### src/rtl/msrh_pkg.sv
// rtl/msrh_pkg.sv - shared types and defaults for the L1D miss-status holding register file
package msrh_pkg;

  // Default number of MSHR entries.
  localparam int LRQ_ENTRY_SIZE = 4;

  // Default line-address width (56-bit physical address, 64-byte lines).
  localparam int LRQ_LA_W = 50;

  // Life cycle of one outstanding line miss.
  typedef enum logic [1:0] {
    IDLE = 2'd0,
    SEND = 2'd1,
    WAIT = 2'd2,
    FILL = 2'd3
  } lrq_state_t;

  // Architectural view of one entry: state plus the line address it tracks.
  typedef struct packed {
    lrq_state_t            state;
    logic [LRQ_LA_W-1:0]   paddr;
  } mshr_entry_t;

endpackage

### src/rtl/msrh_mshr_entry.sv
// rtl/msrh_mshr_entry.sv - one MSHR entry: state machine plus captured line address
module msrh_mshr_entry
  import msrh_pkg::*;
#(
  parameter int LA_W = LRQ_LA_W
) (
  input  logic            i_clk,
  input  logic            i_reset,
  input  logic            i_load,
  input  logic [LA_W-1:0] i_load_paddr,
  input  logic            i_sent,
  input  logic            i_resp,
  input  logic            i_release,
  output lrq_state_t      o_state,
  output logic [LA_W-1:0] o_paddr
);

  lrq_state_t      state_q;
  logic [LA_W-1:0] paddr_q;

  // Entry FSM; the line address is captured only on allocation and held until reuse.
  always_ff @(posedge i_clk) begin
    if (i_reset) begin
      state_q <= IDLE;
      paddr_q <= '0;
    end else begin
      case (state_q)
        IDLE: begin
          if (i_load) begin
            state_q <= SEND;
            paddr_q <= i_load_paddr;
          end
        end
        SEND:    if (i_sent)    state_q <= WAIT;
        WAIT:    if (i_resp)    state_q <= FILL;
        FILL:    if (i_release) state_q <= IDLE;
        default: state_q <= IDLE;
      endcase
    end
  end

  assign o_state = state_q;
  assign o_paddr = paddr_q;

endmodule

### src/rtl/msrh_l1d_mshr.sv
// rtl/msrh_l1d_mshr.sv - multi-port L1D MSHR file with merge, round-robin issue and fill broadcast
module msrh_l1d_mshr
  import msrh_pkg::*;
#(
  parameter  int N_PORTS    = 2,
  parameter  int ENTRY_SIZE = LRQ_ENTRY_SIZE,
  parameter  int PADDR_W    = 56,
  parameter  int LINE_B     = 64,
  parameter  int DATA_W     = 512,
  localparam int IDX_W      = $clog2(ENTRY_SIZE),
  localparam int OFF_W      = $clog2(LINE_B),
  localparam int LA_W       = PADDR_W - OFF_W
) (
  input  logic                       i_clk,
  input  logic                       i_reset,
  input  logic [N_PORTS-1:0]         i_req_valid,
  input  logic [N_PORTS*PADDR_W-1:0] i_req_paddr,
  output logic [N_PORTS-1:0]         o_req_full,
  output logic [N_PORTS-1:0]         o_req_merged,
  output logic [N_PORTS*IDX_W-1:0]   o_req_idx,
  output logic                       o_ext_req_valid,
  input  logic                       i_ext_req_ready,
  output logic [LA_W-1:0]            o_ext_req_paddr,
  output logic [IDX_W-1:0]           o_ext_req_tag,
  input  logic                       i_ext_resp_valid,
  input  logic [IDX_W-1:0]           i_ext_resp_tag,
  input  logic [DATA_W-1:0]          i_ext_resp_data,
  output logic                       o_fill_valid,
  output logic [IDX_W-1:0]           o_fill_idx,
  output logic [LA_W-1:0]            o_fill_paddr,
  output logic [DATA_W-1:0]          o_fill_data,
  output logic [ENTRY_SIZE-1:0]      o_entry_busy
);

  // Per-entry view and control
  lrq_state_t             ent_state      [ENTRY_SIZE];
  logic [LA_W-1:0]        ent_paddr      [ENTRY_SIZE];
  logic [LA_W-1:0]        ent_load_paddr [ENTRY_SIZE];
  logic [ENTRY_SIZE-1:0]  ent_load;
  logic [ENTRY_SIZE-1:0]  ent_sent;
  logic [ENTRY_SIZE-1:0]  ent_resp;
  logic [ENTRY_SIZE-1:0]  ent_release;

  // Request-side decode
  logic [LA_W-1:0]        req_la    [N_PORTS];
  logic [IDX_W-1:0]       alloc_idx [N_PORTS];
  logic [N_PORTS-1:0]     alloc_en;
  logic [ENTRY_SIZE-1:0]  taken;
  logic                   hit;
  logic [IDX_W-1:0]       hit_idx;
  logic                   found;
  logic [IDX_W-1:0]       free_idx;
  logic                   unused_req_off;

  // Issue side
  logic [IDX_W-1:0]       ptr_q;
  logic                   lock_q;
  logic [IDX_W-1:0]       lock_tag_q;
  logic                   rr_found;
  logic [IDX_W-1:0]       rr_sel;
  logic [IDX_W-1:0]       rr_cand;
  logic                   iss_valid;
  logic [IDX_W-1:0]       iss_sel;
  logic                   iss_hs;

  // Response / fill side
  logic                   resp_hit;
  logic                   resp_bad;
  logic                   fill_valid_q;
  logic [IDX_W-1:0]       fill_idx_q;
  logic [LA_W-1:0]        fill_paddr_q;
  logic [DATA_W-1:0]      fill_data_q;

  for (genvar e = 0; e < ENTRY_SIZE; e++) begin : g_ent
    msrh_mshr_entry #(.LA_W(LA_W)) u_entry (
      .i_clk        (i_clk),
      .i_reset      (i_reset),
      .i_load       (ent_load[e]),
      .i_load_paddr (ent_load_paddr[e]),
      .i_sent       (ent_sent[e]),
      .i_resp       (ent_resp[e]),
      .i_release    (ent_release[e]),
      .o_state      (ent_state[e]),
      .o_paddr      (ent_paddr[e])
    );
  end

  // Strip the in-line offset; only the line address takes part in matching.
  always_comb begin
    unused_req_off = 1'b0;
    for (int p = 0; p < N_PORTS; p++) begin
      req_la[p]      = i_req_paddr[p*PADDR_W + OFF_W +: LA_W];
      unused_req_off = unused_req_off ^ (^i_req_paddr[p*PADDR_W +: OFF_W]);
    end
  end

  // Merge/allocate in port order: existing SEND/WAIT line, then a lower port's new entry, then lowest free IDLE entry.
  always_comb begin
    taken        = '0;
    ent_load     = '0;
    alloc_en     = '0;
    o_req_full   = '0;
    o_req_merged = '0;
    o_req_idx    = '0;
    hit          = 1'b0;
    hit_idx      = '0;
    found        = 1'b0;
    free_idx     = '0;
    for (int e = 0; e < ENTRY_SIZE; e++) ent_load_paddr[e] = '0;
    for (int q = 0; q < N_PORTS; q++) alloc_idx[q] = '0;
    for (int p = 0; p < N_PORTS; p++) begin
      hit      = 1'b0;
      hit_idx  = '0;
      found    = 1'b0;
      free_idx = '0;
      for (int e = 0; e < ENTRY_SIZE; e++) begin
        if (!hit && (ent_state[e] == SEND || ent_state[e] == WAIT) && ent_paddr[e] == req_la[p]) begin
          hit     = 1'b1;
          hit_idx = IDX_W'(e);
        end
      end
      for (int q = 0; q < N_PORTS; q++) begin
        if (!hit && q < p && alloc_en[q] && req_la[q] == req_la[p]) begin
          hit     = 1'b1;
          hit_idx = alloc_idx[q];
        end
      end
      for (int e = 0; e < ENTRY_SIZE; e++) begin
        if (!found && ent_state[e] == IDLE && !taken[e]) begin
          found    = 1'b1;
          free_idx = IDX_W'(e);
        end
      end
      if (i_req_valid[p]) begin
        if (hit) begin
          o_req_merged[p]               = 1'b1;
          o_req_idx[p*IDX_W +: IDX_W]   = hit_idx;
        end else if (found) begin
          alloc_en[p]                   = 1'b1;
          alloc_idx[p]                  = free_idx;
          taken[free_idx]               = 1'b1;
          ent_load[free_idx]            = 1'b1;
          ent_load_paddr[free_idx]      = req_la[p];
          o_req_idx[p*IDX_W +: IDX_W]   = free_idx;
        end else begin
          o_req_full[p]                 = 1'b1;
        end
      end
    end
  end

  // Round-robin search for the first SEND entry at or after the pointer.
  always_comb begin
    rr_found = 1'b0;
    rr_sel   = '0;
    rr_cand  = '0;
    for (int k = 0; k < ENTRY_SIZE; k++) begin
      rr_cand = IDX_W'((int'(ptr_q) + k) % ENTRY_SIZE);
      if (!rr_found && ent_state[rr_cand] == SEND) begin
        rr_found = 1'b1;
        rr_sel   = rr_cand;
      end
    end
  end

  // A stalled request stays locked on its entry so a newly allocated lower index cannot displace it.
  assign iss_valid = lock_q | rr_found;
  assign iss_sel   = lock_q ? lock_tag_q : rr_sel;
  assign iss_hs    = iss_valid & i_ext_req_ready;

  // Issue pointer advances past the granted entry; lock holds a stalled grant.
  always_ff @(posedge i_clk) begin
    if (i_reset) begin
      ptr_q      <= '0;
      lock_q     <= 1'b0;
      lock_tag_q <= '0;
    end else begin
      lock_q     <= iss_valid & ~i_ext_req_ready;
      lock_tag_q <= iss_sel;
      if (iss_hs) begin
        if (iss_sel == IDX_W'(ENTRY_SIZE - 1)) ptr_q <= '0;
        else                                   ptr_q <= iss_sel + 1'b1;
      end
    end
  end

  assign resp_hit = i_ext_resp_valid && (ent_state[i_ext_resp_tag] == WAIT);
  assign resp_bad = i_ext_resp_valid &&
                    (ent_state[i_ext_resp_tag] == SEND || ent_state[i_ext_resp_tag] == FILL);

  // Per-entry strobes: issue grant, response match, and automatic release after the fill cycle.
  always_comb begin
    for (int e = 0; e < ENTRY_SIZE; e++) begin
      ent_sent[e]     = iss_hs && (iss_sel == IDX_W'(e));
      ent_resp[e]     = resp_hit && (i_ext_resp_tag == IDX_W'(e));
      ent_release[e]  = (ent_state[e] == FILL);
      o_entry_busy[e] = (ent_state[e] != IDLE);
    end
  end

  // Shared fill register: one broadcast per accepted response.
  always_ff @(posedge i_clk) begin
    if (i_reset) begin
      fill_valid_q <= 1'b0;
      fill_idx_q   <= '0;
      fill_paddr_q <= '0;
      fill_data_q  <= '0;
    end else begin
      fill_valid_q <= resp_hit;
      if (resp_hit) begin
        fill_idx_q   <= i_ext_resp_tag;
        fill_paddr_q <= ent_paddr[i_ext_resp_tag];
        fill_data_q  <= i_ext_resp_data;
      end
    end
  end

  assign o_ext_req_valid = iss_valid;
  assign o_ext_req_paddr = iss_valid ? ent_paddr[iss_sel] : '0;
  assign o_ext_req_tag   = iss_valid ? iss_sel : '0;
  assign o_fill_valid    = fill_valid_q;
  assign o_fill_idx      = fill_idx_q;
  assign o_fill_paddr    = fill_paddr_q;
  assign o_fill_data     = fill_data_q;

  // A response to an entry that is still SEND or already FILL is a protocol error; IDLE hits are stale post-reset traffic.
  a_resp_state : assert property (@(posedge i_clk) disable iff (i_reset) !resp_bad)
    else $error("msrh_l1d_mshr: response to entry not in WAIT");

endmodule

### config.mk
export PLATFORM = sky130hd
export DESIGN_NAME = msrh_l1d_mshr
export DESIGN_NICKNAME = d
export VERILOG_FILES = /design/src/rtl/msrh_pkg.sv /design/src/rtl/msrh_mshr_entry.sv /design/src/rtl/msrh_l1d_mshr.sv
export SDC_FILE = /design/constraint.sdc
export NUM_CORES = 2
export LEC_CHECK = 0
export ABC_AREA = 1
export CORE_AREA = 8 8 492 494
export DETAILED_ROUTE_END_ITERATION = 10
export DIE_AREA = 0 0 500 502
export SLEW_MARGIN = 10
export SYNTH_ARGS = -nofsm -noshare
export SYNTH_HDL_FRONTEND = slang
export SYNTH_HIERARCHICAL = 1
export SYNTH_SLANG_ARGS = --single-unit
### constraint.sdc
create_clock -name i_clk -period 7.65 [get_ports i_clk]
set_input_delay 2.295 -clock i_clk [delete_from_list [all_inputs] [get_ports i_clk]]
set_output_delay 2.295 -clock i_clk [all_outputs]
set_load 0.03 [all_outputs]
==> flow_metrics.env <==
export IMPL_syn_to_final_growth_pct=58.9
export IMPL_ir_worst_vdd_uv=422
export IMPL_h_tree_depth=3
export IMPL_timing_max_cap_violations=0
export IMPL_run_status="finished with violations"
export IMPL_synth_top_area_share_pct=38.3
export IMPL_hold_start="o_fill_idx[0]"
export IMPL_finalHoldViolations=0
export IMPL_rows=178
export IMPL_syn_nets=6975
export IMPL_reg2reg_depth=19
export IMPL_routedWlPerCell_um=35.1
export IMPL_drtAntennaViolNets=0
export IMPL_final_util_pct=27.6
export IMPL_antenna_found_initial=80
export IMPL_syn_inst=6315
export IMPL_finalSetupViolations=1
export IMPL_endpoint_kind="output pin"
export IMPL_clock_skew_ns=0.0594
export IMPL_violations="setup timing"
export IMPL_setup_slack_ns=-0.0150
export IMPL_period_minus_slack_ns=7.67
export IMPL_nNetsFinal=8526
export IMPL_hold_class="register to register"
export IMPL_maxSlewViolCount=0
export IMPL_pre_cts_ws_ns=-0.276
export IMPL_die_w_um=500
export IMPL_p_leak_uw=0.0257
export IMPL_synth_cell_types=42
export IMPL_grt_pass1_vias=48747
export IMPL_grt_max_degree=150
export IMPL_dieHeight_um=502
export IMPL_holdPathStages=2
export IMPL_power_uw=27200
export IMPL_syn_cell_area_um2=40600
export IMPL_drtPass1Iterations=9
export IMPL_slew_headroom_pct=17.6
export IMPL_r2r_start="g_ent[3].u_entry/o_state[0]"
export IMPL_cts_hold_buf=0
export IMPL_cts_made_buffers=103
export IMPL_whs_endpoint="o_fill_idx[0]"
export IMPL_path_class="input pin to output pin"
export IMPL_cts_buffer_depth=3
export IMPL_tightest_slew_ns=1.24
export IMPL_synth_area_top_cells="dfxtp_1, nor2_1, nand2_1"
export IMPL_globalplace_congestion=1.06
export IMPL_yosys_warnings=6
export IMPL_yosysSeqAreaShare_pct=38.3
export IMPL_critPathRequiredTime_ns=5.36
export IMPL_avgSynthCellArea_um2=6.44
export IMPL_final_period_utilization_pct=100
export IMPL_grt_pass1_wl_um=496000
export IMPL_top_level_ports=1262
export IMPL_drt_vias_per_instance=4.74
export IMPL_ys_ff_latch=778
export IMPL_cts_sinks=778
export IMPL_synth_area_leader_cell="dfxtp_1"
export IMPL_place_area_um2=60400
export IMPL_drt_iter0_drc=6615
export IMPL_dieArea_um2=251000
export IMPL_drcViolationCount=0
export IMPL_layout_drive_gt1_share_pct=13.9
export IMPL_r2r_end="g_ent[2].u_entry/o_paddr[2]"
export IMPL_routed_wl_um=391000
export IMPL_post_dp_hpwl_um=319000
export IMPL_num_vias=52846
export IMPL_arrival_ns=5.37
export IMPL_grt_overflow=0
export IMPL_core_region_area_um2=234000
export IMPL_rsz0062_at_grt="true"
export IMPL_finalInstanceArea_um2=64600
export IMPL_rrSetupSlack_ns=2.84
export IMPL_powerDensity_nw_per_um2=422
export IMPL_root_buffer="clkbuf_16"
export IMPL_fmax_ghz=0.130
export IMPL_cp_max_fo=8
export IMPL_cts_tree="built"
export IMPL_start_kind="input pin"
export IMPL_clock_latency_ns=0.79
export IMPL_start_util_pct=17.4
export IMPL_whs_ns=0.463
export IMPL_port_buffers=1249
export IMPL_grt_total_usage_pct=29.4
export IMPL_path_clk_slew_ns=0.06
## cells in the final DEF, fill, tap and decap left out, types with 4 or more instances in the layout
master,count
a21oi_1,111
a21oi_2,5
a221oi_1,49
buf_12,68
buf_4,610
bufinv_16,20
clkbuf_1,12
clkbuf_16,104
clkbuf_8,25
clkdlybuf4s50_1,1210
clkinv_2,18
clkinvlp_4,8
dfxtp_1,778
diode_2,37
dlygate4sd2_1,4
dlymetal6s2s_1,7
ha_1,28
inv_1,311
inv_2,55
inv_4,6
nand2_1,1257
nand2_2,18
nand2_4,11
nand3_1,176
nand4_1,98
nor2_1,1647
nor2_2,57
nor3_1,12
o211ai_1,7
o21ai_0,900
o21ai_1,82
o21ai_2,72
o22ai_1,76
xnor2_1,45
xor2_1,31
## area by class of cell
class                      instances  area, µm²
sequential                       778      15600
fill                           26032     169000
antenna                           37       92.6
tap                             3150       3940
clock inverter                    51        910
inverter                         380       1460
multi-input combinational       4703      21400
clock buffer                     141       2990
timing repair buffer            1900      18200
## state kept, by name (all words and copies together), names as in the netlist
signal / cells
lock_q: 1
g_ent.u_entry/o_state: 8
ptr_q: 2
o_fill_idx: 2
o_fill_valid: 1
lock_tag_q: 2
g_ent.u_entry/o_paddr: 200
o_fill_paddr: 50
o_fill_data: 512
## how the worst max path moves through the flow
| stage | to | slack (ns) | from |
|---|---|---|---|
| global placement | o_req_idx[3] | -0.27 | i_req_paddr[32] |
| detailed placement | o_req_idx[3] | -0.28 | i_req_paddr[32] |
| CTS | o_req_idx[3] | 0.002 | i_req_paddr[107] |
| finish | o_req_idx[3] | -0.02 | i_req_paddr[105] |
| global route | o_req_full[1] | -0.01 | i_req_paddr[18] |
| floorplan | o_req_full[1] | 0.91 | i_req_paddr[22] |
## per-layer routing
metal	wire length [µm]	track usage (%)	share of wire, %
met1	146000	34.0	37
met2	176000	47.6	45
met3	39800	9.52	10
met4	29200	17.1	7.5
met5	228	0.0761	0.058
## kinds of logic (layout without fill, tap and decap cells)
group	Yosys count	in the layout	share of synthesized area, %
XOR/XNOR	76	76	1.64
flip-flops	778	778	38.3
AND/OR/NAND/NOR	3287	3287	32.1
buffers and inverters	834	2472	9.38
adder cells (fa/ha/maj)	28	28	0.862
AO/OA/AOI/OAI	1312	1312	17.7
other	0	37	0
## critical path, stage by stage
cell and delay [ns]:
clkdlybuf4s50_1 0.46, buf_12 0.17, nand2_1 0.08, buf_4 0.15, o21ai_0 0.17, nor2_1 0.16
buf_4 0.14, nand2_1 0.05, nor2_1 0.12, nand2_1 0.22, nor2_1 0.27, nand2_1 0.19
nand2_2 0.15, nor3_4 0.05, nand2_4 0.10, nand3_4 0.11, o22ai_2 0.21, buf_4 0.14
buf_12 0.11
## power breakdown
group          leakage, µW  internal, µW  switching (µW)
clock              0.00189          3430            2270
sequential         0.00634          4970            1070
combinational       0.0175          4540           10900
total               0.0257         12900           14300
## cell usage after synthesis (all sizes together)
library cell	instances
nor3	14
xor2	31
inv	378
a32o	1
nand2	1286
nand3	180
a21oi	116
nor2	1707
o2111ai	2
ha	28
o211ai	8
o22ai	77
clkinv	2
nor4	1
clkbuf	236
o221ai	3
dfxtp	778
o21ai	1055
a221oi	50
nand4	98
buf	218
or2	1
xnor2	45
## what timing repair did
action | 4_1_cts | 5_1_grt
resized for setup | 17 | 38
endpoints found under the setup margin | 9 | 10
buffers inserted | 0 | 2
pin swaps | 2 | 4
cloned | 0 | 0
## metrics by stage
stage                     setup TNS (ns)  cells
after floorplan                        0   6315
after global placement            -0.818  10909
after detailed placement          -0.878  10909
after CTS                              0  11101
after global routing             -0.0180  11114
final                            -0.0150  11140
Note: power is estimated with default switching activity, not from simulation.
